==> src/rtl/uart_rx_os.sv <==
// Purpose: oversampled UART receiver with parity and stop-bit checks, feeding a FWFT frame FIFO.
// Latency: a frame appears on m_valid one clk after the PUSH cycle that follows the last stop-bit sample.
// Backpressure: m_valid/m_ready on the FIFO head; a frame arriving while the FIFO is full and not popping is dropped with overrun.
//
// Ports: clk/reset (async, active high); rx serial line; baud_tick at OVERSAMPLE x baud;
//   parity_en/parity_odd/two_stop frame config (latched at start bit);
//   m_data/m_parity_err/m_frame_err/m_valid/m_ready FIFO head; overrun drop pulse;
//   fifo_count occupancy; busy = receiver active.
// Optional: define UART_RX_BREAK_DETECT_EN to add the break_det output.
module uart_rx_os #(
   parameter int DATA_WIDTH = 8,
   parameter int OVERSAMPLE = 16,
   parameter int FIFO_DEPTH = 4
) (
   input  logic                          clk,
   input  logic                          reset,
   input  logic                          rx,
   input  logic                          baud_tick,
   input  logic                          parity_en,
   input  logic                          parity_odd,
   input  logic                          two_stop,
   output logic [DATA_WIDTH-1:0]         m_data,
   output logic                          m_parity_err,
   output logic                          m_frame_err,
   output logic                          m_valid,
   input  logic                          m_ready,
   output logic                          overrun,
   output logic [$clog2(FIFO_DEPTH):0]   fifo_count,
`ifdef UART_RX_BREAK_DETECT_EN
   output logic                          break_det,
`endif
   output logic                          busy
);

   localparam int CW = $clog2(OVERSAMPLE);
   localparam int IW = (DATA_WIDTH > 1) ? $clog2(DATA_WIDTH) : 1;
   localparam int AW = $clog2(FIFO_DEPTH);
   localparam int EW = DATA_WIDTH + 2;

   typedef enum logic [2:0] {S_IDLE, S_START, S_DATA, S_PARITY, S_STOP, S_PUSH} state_t;

   state_t                state_q;
   logic                  rx_meta_q, rx_s_q;
   logic [CW-1:0]         tick_cnt_q;
   logic [IW-1:0]         bit_q;
   logic [DATA_WIDTH-1:0] data_q;
   logic                  xor_q, perr_q, ferr_q, stop2_q, armed_q;
   logic                  pen_q, podd_q, two_q;
   logic                  push_req;
`ifdef UART_RX_BREAK_DETECT_EN
   logic                  pbit_q, s1zero_q, break_q;
   logic                  brk_frame;
`endif

   // Two-flop synchroniser; idles high so reset never looks like a start bit.
   always_ff @(posedge clk or posedge reset) begin
      if (reset) begin
         rx_meta_q <= 1'b1;
         rx_s_q    <= 1'b1;
      end else begin
         rx_meta_q <= rx;
         rx_s_q    <= rx_meta_q;
      end
   end

   wire mid_bit  = (tick_cnt_q == CW'(OVERSAMPLE - 1));
   wire half_bit = (tick_cnt_q == CW'(OVERSAMPLE / 2 - 1));

   always_ff @(posedge clk or posedge reset) begin
      if (reset) begin
         state_q    <= S_IDLE;
         tick_cnt_q <= '0;
         bit_q      <= '0;
         data_q     <= '0;
         xor_q      <= 1'b0;
         perr_q     <= 1'b0;
         ferr_q     <= 1'b0;
         stop2_q    <= 1'b0;
         armed_q    <= 1'b0;
         pen_q      <= 1'b0;
         podd_q     <= 1'b0;
         two_q      <= 1'b0;
`ifdef UART_RX_BREAK_DETECT_EN
         pbit_q     <= 1'b0;
         s1zero_q   <= 1'b0;
`endif
      end else begin
         case (state_q)
            S_IDLE: begin
               // A start edge only counts once the line has been seen high in IDLE,
               // so a line stuck low does not retrigger frames.
               if (rx_s_q) armed_q <= 1'b1;
               if (baud_tick && !rx_s_q && armed_q) begin
                  state_q    <= S_START;
                  tick_cnt_q <= '0;
                  armed_q    <= 1'b0;
                  pen_q      <= parity_en;
                  podd_q     <= parity_odd;
                  two_q      <= two_stop;
                  xor_q      <= 1'b0;
                  perr_q     <= 1'b0;
                  ferr_q     <= 1'b0;
`ifdef UART_RX_BREAK_DETECT_EN
                  pbit_q     <= 1'b0;
                  s1zero_q   <= 1'b0;
`endif
               end
            end
            S_START: if (baud_tick) begin
               if (half_bit) begin
                  tick_cnt_q <= '0;
                  bit_q      <= '0;
                  state_q    <= rx_s_q ? S_IDLE : S_DATA;
               end else begin
                  tick_cnt_q <= tick_cnt_q + CW'(1);
               end
            end
            S_DATA: if (baud_tick) begin
               if (mid_bit) begin
                  tick_cnt_q <= '0;
                  data_q     <= {rx_s_q, data_q[DATA_WIDTH-1:1]};
                  xor_q      <= xor_q ^ rx_s_q;
                  if (bit_q == IW'(DATA_WIDTH - 1)) begin
                     state_q <= pen_q ? S_PARITY : S_STOP;
                     stop2_q <= 1'b0;
                  end else begin
                     bit_q <= bit_q + IW'(1);
                  end
               end else begin
                  tick_cnt_q <= tick_cnt_q + CW'(1);
               end
            end
            S_PARITY: if (baud_tick) begin
               if (mid_bit) begin
                  tick_cnt_q <= '0;
                  perr_q     <= xor_q ^ rx_s_q ^ podd_q;
                  stop2_q    <= 1'b0;
                  state_q    <= S_STOP;
`ifdef UART_RX_BREAK_DETECT_EN
                  pbit_q     <= rx_s_q;
`endif
               end else begin
                  tick_cnt_q <= tick_cnt_q + CW'(1);
               end
            end
            S_STOP: if (baud_tick) begin
               if (mid_bit) begin
                  tick_cnt_q <= '0;
                  if (!rx_s_q) ferr_q <= 1'b1;
`ifdef UART_RX_BREAK_DETECT_EN
                  if (!stop2_q) s1zero_q <= !rx_s_q;
`endif
                  // A bad first stop bit ends the frame without checking the second.
                  if (rx_s_q && two_q && !stop2_q) stop2_q <= 1'b1;
                  else                             state_q <= S_PUSH;
               end else begin
                  tick_cnt_q <= tick_cnt_q + CW'(1);
               end
            end
            S_PUSH:  state_q <= S_IDLE;
            default: state_q <= S_IDLE;
         endcase
      end
   end

`ifdef UART_RX_BREAK_DETECT_EN
   assign brk_frame = (data_q == '0) && (!pen_q || !pbit_q) && s1zero_q;
   assign push_req  = (state_q == S_PUSH) && !brk_frame;

   always_ff @(posedge clk or posedge reset) begin
      if (reset)                              break_q <= 1'b0;
      else if (state_q == S_PUSH && brk_frame) break_q <= 1'b1;
      else if (rx_s_q)                        break_q <= 1'b0;
   end
   assign break_det = break_q;
`else
   assign push_req = (state_q == S_PUSH);
`endif

   assign busy = (state_q != S_IDLE);

   // First-word-fall-through frame FIFO
   logic [EW-1:0] mem_q [FIFO_DEPTH];
   logic [AW-1:0] wr_q, rd_q;
   logic [AW:0]   fcnt_q;
   logic          full, pop, push_ok;
   logic [EW-1:0] head;

   assign full    = (fcnt_q == (AW + 1)'(FIFO_DEPTH));
   assign m_valid = (fcnt_q != '0);
   assign pop     = m_valid && m_ready;
   // Popping in the same cycle frees the slot the push needs.
   assign push_ok = push_req && (!full || pop);
   assign overrun = push_req && full && !pop;

   always_ff @(posedge clk) begin
      if (push_ok) mem_q[wr_q] <= {ferr_q, perr_q, data_q};
   end

   always_ff @(posedge clk or posedge reset) begin
      if (reset) begin
         wr_q   <= '0;
         rd_q   <= '0;
         fcnt_q <= '0;
      end else begin
         if (push_ok) wr_q <= wr_q + AW'(1);
         if (pop)     rd_q <= rd_q + AW'(1);
         case ({push_ok, pop})
            2'b10:   fcnt_q <= fcnt_q + (AW + 1)'(1);
            2'b01:   fcnt_q <= fcnt_q - (AW + 1)'(1);
            default: fcnt_q <= fcnt_q;
         endcase
      end
   end

   // Outputs read 0 while empty so stale storage never leaks out.
   assign head         = m_valid ? mem_q[rd_q] : '0;
   assign m_data       = head[DATA_WIDTH-1:0];
   assign m_parity_err = head[DATA_WIDTH];
   assign m_frame_err  = head[DATA_WIDTH+1];
   assign fifo_count   = fcnt_q;

endmodule
==> config.mk <==
export PLATFORM = sky130hd
export DESIGN_NAME = uart_rx_os
export DESIGN_NICKNAME = d
export VERILOG_FILES = /design/src/rtl/uart_rx_os.sv
export SDC_FILE = /design/constraint.sdc
export NUM_CORES = 1
export LEC_CHECK = 0
export ABC_AREA = 1
export CELL_PAD_IN_SITES_DETAIL_PLACEMENT = 0
export CELL_PAD_IN_SITES_GLOBAL_PLACEMENT = 1
export CORE_MARGIN = 5
export CORE_UTILIZATION = 35
export DETAILED_ROUTE_END_ITERATION = 8
export GPL_TIMING_DRIVEN = 0
export HOLD_SLACK_MARGIN = 0.08
export PLACE_DENSITY = 0.75
export SLEW_MARGIN = 20
export SYNTH_ARGS = -nofsm -noshare
export SYNTH_HDL_FRONTEND = slang
export SYNTH_SLANG_ARGS = --single-unit
==> constraint.sdc <==
create_clock -name clk -period 2.1 [get_ports clk]
set_input_delay 0.42 -clock clk [delete_from_list [all_inputs] [get_ports clk]]
set_output_delay 0.42 -clock clk [all_outputs]
set_load 0.02 [all_outputs]
# ---- Yosys cells after proc, flatten, opt, wreduce, memory -nomap -nowiden
# Memory sizes are Yosys's and may differ from the RTL's.
# Index checks and enable logic that the tools add are counted.
dict set report totals {
  inputBits 8
  output_inout_bits 16
  memories 1
  reg_bits 35
  ram_bits 40
}
dict set report op_classes {
  add_sub_neg 6
  mux 52
  n_reduce_logical 35
  bitwise_logic 2
  eq_ne 26
}
# memory words width rd rd_ports_with_merged_regs write_ports line_no
set mem_list {}
lappend mem_list {mem_q 4 10 1 0 1 183} ;# logic [EW-1:0] mem_q [FIFO_DEPTH];
# op count
set op_table {}
lappend op_table {{2-to-1 mux 3 bit} 17}
lappend op_table {{!= test 2 bit, second input constant} 14}
lappend op_table {{2-to-1 mux 1 bit} 20}
lappend op_table {{2-to-1 mux 4 bit} 5}
lappend op_table {{one-hot mux 3 bit (5 select lines)} 1}
lappend op_table {{equality test 3 bit, second input constant} 4}
lappend op_table {{one-hot mux 3 bit (2 select lines)} 2}
lappend op_table {{one-hot mux 4 bit (3 select lines)} 1}
lappend op_table {{AND reduction 4 bit} 3}
lappend op_table {{nonzero test 2 bit} 6}
lappend op_table {{nonzero test 3 bit} 4}
lappend op_table {{AND reduction 11 bit} 1}
lappend op_table {{2-to-1 mux 10 bit} 1}
lappend op_table {{AND reduction 9 bit} 1}
lappend op_table {{logical AND 1 bit} 8}
lappend op_table {{adder 3 x 1 -> 3 bit, second input constant} 2}
lappend op_table {{equality test 3 x 2 -> 1 bit, second input constant} 2}
lappend op_table {{one-hot mux 1 bit (2 select lines)} 3}
lappend op_table {{AND reduction 6 bit} 1}
lappend op_table {{AND reduction 5 bit} 1}
lappend op_table {{adder 2 x 1 -> 2 bit, second input constant} 2}
lappend op_table {{adder 4 x 1 -> 4 bit, second input constant} 1}
lappend op_table {{equality test 4 x 3 -> 1 bit, second input constant} 1}
lappend op_table {{equality test 4 bit, second input constant} 1}
lappend op_table {{other kinds (14)} 19}

# ---- Depth between registers and ports, before layout
dict set report logic_depth {
  word_depth 6
  depth_mapped 12
}

# ---- Worst setup path after synthesis
# No wires, ideal clock.
dict set report synth_timing {
  path_type {reg2out}
  from {register fcnt_q[0], in the netlist fifo_count[0]}
  to {output port m_data[0]}
  path_buffers 0
  arrival_ps 1409
  path_stages_with_launch 5
  slack_ps 271
  cell_sequence {dfrtp_1 -> nor2_1 -> nand2_1 -> clkinv_1 -> a21oi_1}
}
dict set report synth_between {
  elab_chain_cells 2
}
# element line_no
set synth_rtl {}
lappend synth_rtl {{start: declaration} 185} ;# logic [AW:0] fcnt_q;
lappend synth_rtl {{start signal: assignment} 209} ;# 2'b10: fcnt_q <= fcnt_q + (AW + 1)'(1);
lappend synth_rtl {{start signal: assignment} 210} ;# 2'b01: fcnt_q <= fcnt_q - (AW + 1)'(1);
lappend synth_rtl {{start signal: assignment} 211} ;# default: fcnt_q <= fcnt_q;
lappend synth_rtl {{nonzero test 3 bit} 190} ;# assign m_valid = (fcnt_q != '0);
lappend synth_rtl {{via m_valid} 25} ;# output logic m_valid,
lappend synth_rtl {{2-to-1 mux 10 bit} 217} ;# assign head = m_valid ? mem_q[rd_q] : '0;
lappend synth_rtl {{end: declaration} 22} ;# output logic [DATA_WIDTH-1:0] m_data,
# The timed path passes the listed nets, and every way through them passes these cells.

# ---- Final worst setup path
dict set report layout_timing {
  from {register state_q[1]}
  to {memory mem_q[0][9] in the netlist's numbering, enable pin}
}
dict set report layout_between {
  elab_chain_cells 4
}
# element line_no
set layout_rtl {}
lappend layout_rtl {{start: declaration} 42} ;# state_t state_q;
lappend layout_rtl {{start signal: assignment} 113} ;# state_q <= rx_s_q ? S_IDLE : S_DATA;
lappend layout_rtl {{start signal: assignment} 124} ;# state_q <= pen_q ? S_PARITY : S_STOP;
lappend layout_rtl {{equality test 3 bit} 177} ;# assign push_req = (state_q == S_PUSH);
lappend layout_rtl {{logical AND 1 bit} 193} ;# assign push_ok = push_req && (!full || pop);
lappend layout_rtl {{2-to-1 mux 1 bit} 197} ;# if (push_ok) mem_q[wr_q] <= {ferr_q, perr_q, data_q};
lappend layout_rtl {{2-to-1 mux 1 bit (implied by the code)} 197}
lappend layout_rtl {{end: declaration} 183}
# Every way passes these cells.

==> impl_metrics.py <==
metrics = {
    "timing": {
        "grt_setup_unrepaired": "yes",
        "report.final.slew_viol_count": 0,
        "period_minus_ws_final_ns": 2.05,
        "finalHoldViolations": 0,
        "fin_tns_setup_ns": 0,
        "finalClockSkew_ns": 0.00848,
        "slew_headroom_pct": 35.9,
        "layout_worst_path_cycle_share_pct": 97.5,
        "worst-slew-pin-transition_ns": 0.958,
        "timing.final.setup_violations": 0,
        "achievable-frequency_mhz": 489,
    },
    "logic_synthesis": {
        "synth_top_area_cell": "sky130_fd_sc_hd__edfxtp_1",
        "synth_unique_cells": 35,
        "synth_seq_area_share_pct": 59.2,
        "synth_cells": 358,
        "synth_area_per_cell_um2": 9.81,
        "synth_seq_cells": 75,
        "post-synth-top-area-fraction_pct": 34.2,
        "synth_top_cells_by_area": "sky130_fd_sc_hd__edfxtp_1 (34%), sky130_fd_sc_hd__dfrtp_1 (24%), sky130_fd_sc_hd__nor2_1 (7.6%)",
        "synth_fp_nets": 374,
        "count_of_yosys_warnings_during_synthesis": 0,
        "synth_area_um2": 3510,
    },
    "setup_path": {
        "number_of_buffers_and_inverters_on_the_critical_path": 1,
        "crit_path_start_kind": "flop",
        "critical_path.top_delay_family": "simple AND/OR/NAND/NOR gates",
        "arrival_ns": 2.01,
        "worst_ep_required_time_ns": 2.07,
        "crit_top_cell": "sky130_fd_sc_hd__nand2_2",
        "timing.setup.critical_path_class": "flop to flop",
        "worst_path_max_delay_cell": "sky130_fd_sc_hd__nor2_1",
        "worst-path-max-fanout": 10,
        "cp_slowest_stage_delay_ns": 0.76,
        "setup.worst_path.end_class": "flop",
        "timing.critical_path.cells": "inv_2 -> nand2_2 -> nor2_2 -> nand2_2 -> nor2_1",
    },
    "route": {
        "detail_route.wirelength.met1_mm": 3.18,
        "vias_per_cell": 4.54,
        "drt-wirelength-per-cell_um": 13.2,
        "dr_total_vias": 2414,
        "final_antenna_net_count": 0,
        "detailedRoute.firstIterationViolations": 86,
        "detailroute.wirelength.met2_mm": 3.56,
        "met3RoutedLength_um": 251,
        "wirelength_mm": 7.04,
        "route.detailed.drc": 0,
        "firstDrtPassIters": 4,
        "max_layer_used": "met4",
    },
    "die": {
        "core_region_area_um2": 9770,
        "die-height_um": 110,
        "std_cell_rows": 36,
        "pin_count": 24,
        "floorplan.die.width_um": 110,
        "floorplan.initialDensity_pct": 35.9,
        "die_footprint_um2": 12100,
    },
    "status": {
        "run_status": "finished, final reports clean",
    },
    "pwr": {
        "power.share.combinational_pct": 42.7,
        "leakage_nw": 1.74,
        "power.switching_fraction_pct": 42.0,
        "power_per_cell_area_nw_per_um2": 1260,
        "net_switching_w": 0.00217,
        "share_seq_of_total_power_pct": 37.3,
        "clock_power_share_pct": 20.0,
        "p_int_w": 0.00300,
        "peakVddDrop_uv": 580,
    },
    "clocking": {
        "clock_sink_count": 75,
        "ctsLongestPathBuffers": 2,
        "tritoncts": "built",
        "ctsHtreeMaxLevel": 3,
        "cts_root_buffer": "sky130_fd_sc_hd__clkbuf_8",
        "clkSlewWorstSetupHoldPaths_ns": 0.09,
        "count_of_hold_buffers_inserted_by_post_cts_repair": 0,
        "cts-buffers-inserted": 9,
        "clk_latency_ns": 0.34,
    },
    "global_routing": {
        "first_global_vias": 2377,
        "grt_use_total_pct": 12.7,
        "grt_overflow_total": 0,
        "grt_antenna_before_repair": 0,
        "grt_pass1_wl_mm": 11.6,
        "grt_max_degree": 31,
    },
    "place": {
        "dp_hpwl_mm": 4.86,
        "placed_cell_areas_um2": 3930,
        "numPortBuffers": 23,
        "gp_congestion": 0.838,
    },
    "cells_and_area": {
        "final_layout_size_suffix_gt1_share_pct": 17.3,
        "layout.area.seq_um2": 2080,
        "stdcell_area_um2": 4100,
        "multiInputGateArea_um2": 1280,
        "postLayoutCoreUtil_pct": 42.0,
        "area_growth_pct": 16.8,
        "fillCellCount": 969,
        "finish.net_count": 410,
        "antenna_cells_inserted": 0,
    },
    "run": {
        "drv.max_cap_violation_count": 0,
    },
    "worst_hold_path": {
        "hold_path_class": "input pin to asynchronous set/reset pin",
    },
}
==> power by group through the flow <==
stage	Sequential [W]	Combinational [W]	Clock, W
3_5_place_dp	0.00196	0.00230	0
2_1_floorplan	0.00196	0.00148	0
6_report	0.00193	0.00221	0.00103
4_1_cts	0.00193	0.00226	0.00107
3_3_place_gp	0.00196	0.00225	0
5_1_grt	0.00196	0.00246	0.00113
==> repair_timing <==
item,in CTS,in global routing
buffers inserted,0,1
gates resized for setup,39,24
setup endpoints to repair,42,43
==> synth_stat cells <==
library cell	number
sky130_fd_sc_hd__nand4_1	3
sky130_fd_sc_hd__a21oi_2	1
sky130_fd_sc_hd__edfxtp_1	40
sky130_fd_sc_hd__inv_1	24
sky130_fd_sc_hd__inv_2	3
sky130_fd_sc_hd__o2bb2ai_1	1
sky130_fd_sc_hd__nor3_1	1
sky130_fd_sc_hd__nand3b_1	1
sky130_fd_sc_hd__xnor2_1	1
sky130_fd_sc_hd__o21ai_1	2
sky130_fd_sc_hd__buf_1	1
sky130_fd_sc_hd__nand2_2	6
sky130_fd_sc_hd__nor2_2	3
sky130_fd_sc_hd__xor2_1	5
sky130_fd_sc_hd__nor2_1	71
sky130_fd_sc_hd__nand2_1	63
sky130_fd_sc_hd__clkinv_1	2
sky130_fd_sc_hd__nor3b_1	1
sky130_fd_sc_hd__ha_1	7
sky130_fd_sc_hd__nand3_4	1
sky130_fd_sc_hd__or2_2	1
sky130_fd_sc_hd__mux2_2	5
sky130_fd_sc_hd__fa_1	1
sky130_fd_sc_hd__o211ai_1	2
sky130_fd_sc_hd__clkbuf_1	4
sky130_fd_sc_hd__o21ai_0	27
sky130_fd_sc_hd__buf_6	2
sky130_fd_sc_hd__dfrtp_1	33
sky130_fd_sc_hd__nor2_4	2
sky130_fd_sc_hd__o21a_1	1
sky130_fd_sc_hd__a21oi_1	15
sky130_fd_sc_hd__nand3_1	22
sky130_fd_sc_hd__inv_4	1
sky130_fd_sc_hd__dfstp_2	2
sky130_fd_sc_hd__mux2_4	3
==> logic make-up (layout without fill, tap and decap cells) <==
| logic type | Yosys count | in the layout | synth area share (%) |
|---|---|---|---|
| simple gates | 175 | 175 | 21.5 |
| buf+inv | 37 | 78 | 4.45 |
| fa+ha+maj | 8 | 8 | 3.06 |
| mux | 8 | 8 | 2.89 |
| flops | 75 | 75 | 59.2 |
| compound gates | 49 | 49 | 7.41 |
| xor+xnor | 6 | 6 | 1.50 |
==> flip-flops by register name, summed over array words and instances (netlist names), 2 cells and up <==
signal      flops
tick_cnt_q      4
data_q          8
wr_q            2
state_q         3
rd_q            2
fifo_count      3
bit_q           3
mem_q          40
==> routing by layer <==
metal	vias up	global-route usage (%)
met1	1108	15.4
met5	-	0
met4	0	4.75
li1	1261	-
met2	41	21.8
met3	4	3.20
==> through the flow <==
stage	worst slack, ns	std cells	hold slack, ns	total power (W)
floorplan	0.271	358	0.345	0.00345
global placement	-0.312	514	0.347	0.00421
detailed placement	-0.329	515	0.349	0.00426
CTS	0.000686	531	0.253	0.00526
global route	-0.126	532	0.275	0.00555
finish	0.0535	532	0.273	0.00517
==> path summary, 6_finish.rpt <==
path                            startpoint            end  slack [ns]  depth (start not counted)
worst max-delay path            state_q[1]    mem_q[0][9]        0.05                          5
worst max register to register  state_q[1]    mem_q[0][9]        0.05                          5
worst min-delay path                 reset  fifo_count[2]        0.27                          2
worst min register to register   rx_meta_q         rx_s_q        0.36                          0
max in group asynchronous            reset         rx_s_q        1.37                          3
min in group clk                 rx_meta_q         rx_s_q        0.36                          0
==> cell usage in the layout, fill, tap and decap left out, types with 2 or more instances in the layout <==
cell / n
sky130_fd_sc_hd__nor2_1: 70
sky130_fd_sc_hd__nand2_1: 63
sky130_fd_sc_hd__edfxtp_1: 40
sky130_fd_sc_hd__dfrtp_1: 32
sky130_fd_sc_hd__o21ai_0: 27
sky130_fd_sc_hd__inv_1: 23
sky130_fd_sc_hd__nand3_1: 22
sky130_fd_sc_hd__a21oi_1: 15
sky130_fd_sc_hd__clkdlybuf4s50_1: 10
sky130_fd_sc_hd__clkbuf_8: 9
sky130_fd_sc_hd__ha_1: 7
sky130_fd_sc_hd__buf_2: 7
sky130_fd_sc_hd__nand2_2: 6
sky130_fd_sc_hd__mux2_2: 5
sky130_fd_sc_hd__xor2_1: 5
sky130_fd_sc_hd__buf_6: 4
sky130_fd_sc_hd__inv_2: 4
sky130_fd_sc_hd__nor2_2: 4
sky130_fd_sc_hd__nand4_1: 3
sky130_fd_sc_hd__mux2_4: 3
sky130_fd_sc_hd__clkbuf_4: 3
sky130_fd_sc_hd__clkinvlp_4: 3
sky130_fd_sc_hd__clkbuf_2: 3
sky130_fd_sc_hd__inv_4: 2
sky130_fd_sc_hd__nor2_4: 2
sky130_fd_sc_hd__o211ai_1: 2
sky130_fd_sc_hd__o21ai_1: 2
sky130_fd_sc_hd__inv_6: 2
sky130_fd_sc_hd__buf_4: 2
sky130_fd_sc_hd__dfstp_2: 2
==> final cells by class <==
cell class | instances | area share (%)
multi-input cells | 246 | 31.2
clock buffers | 9 | 3.02
plain buffers | 7 | 1.65
flip-flops and latches | 75 | 50.7
clock inverters | 7 | 1.46
inverters | 30 | 2.90
repair buffers | 25 | 5.03
well taps | 133 | 4.06
Note: power is estimated with default switching activity, not from simulation.
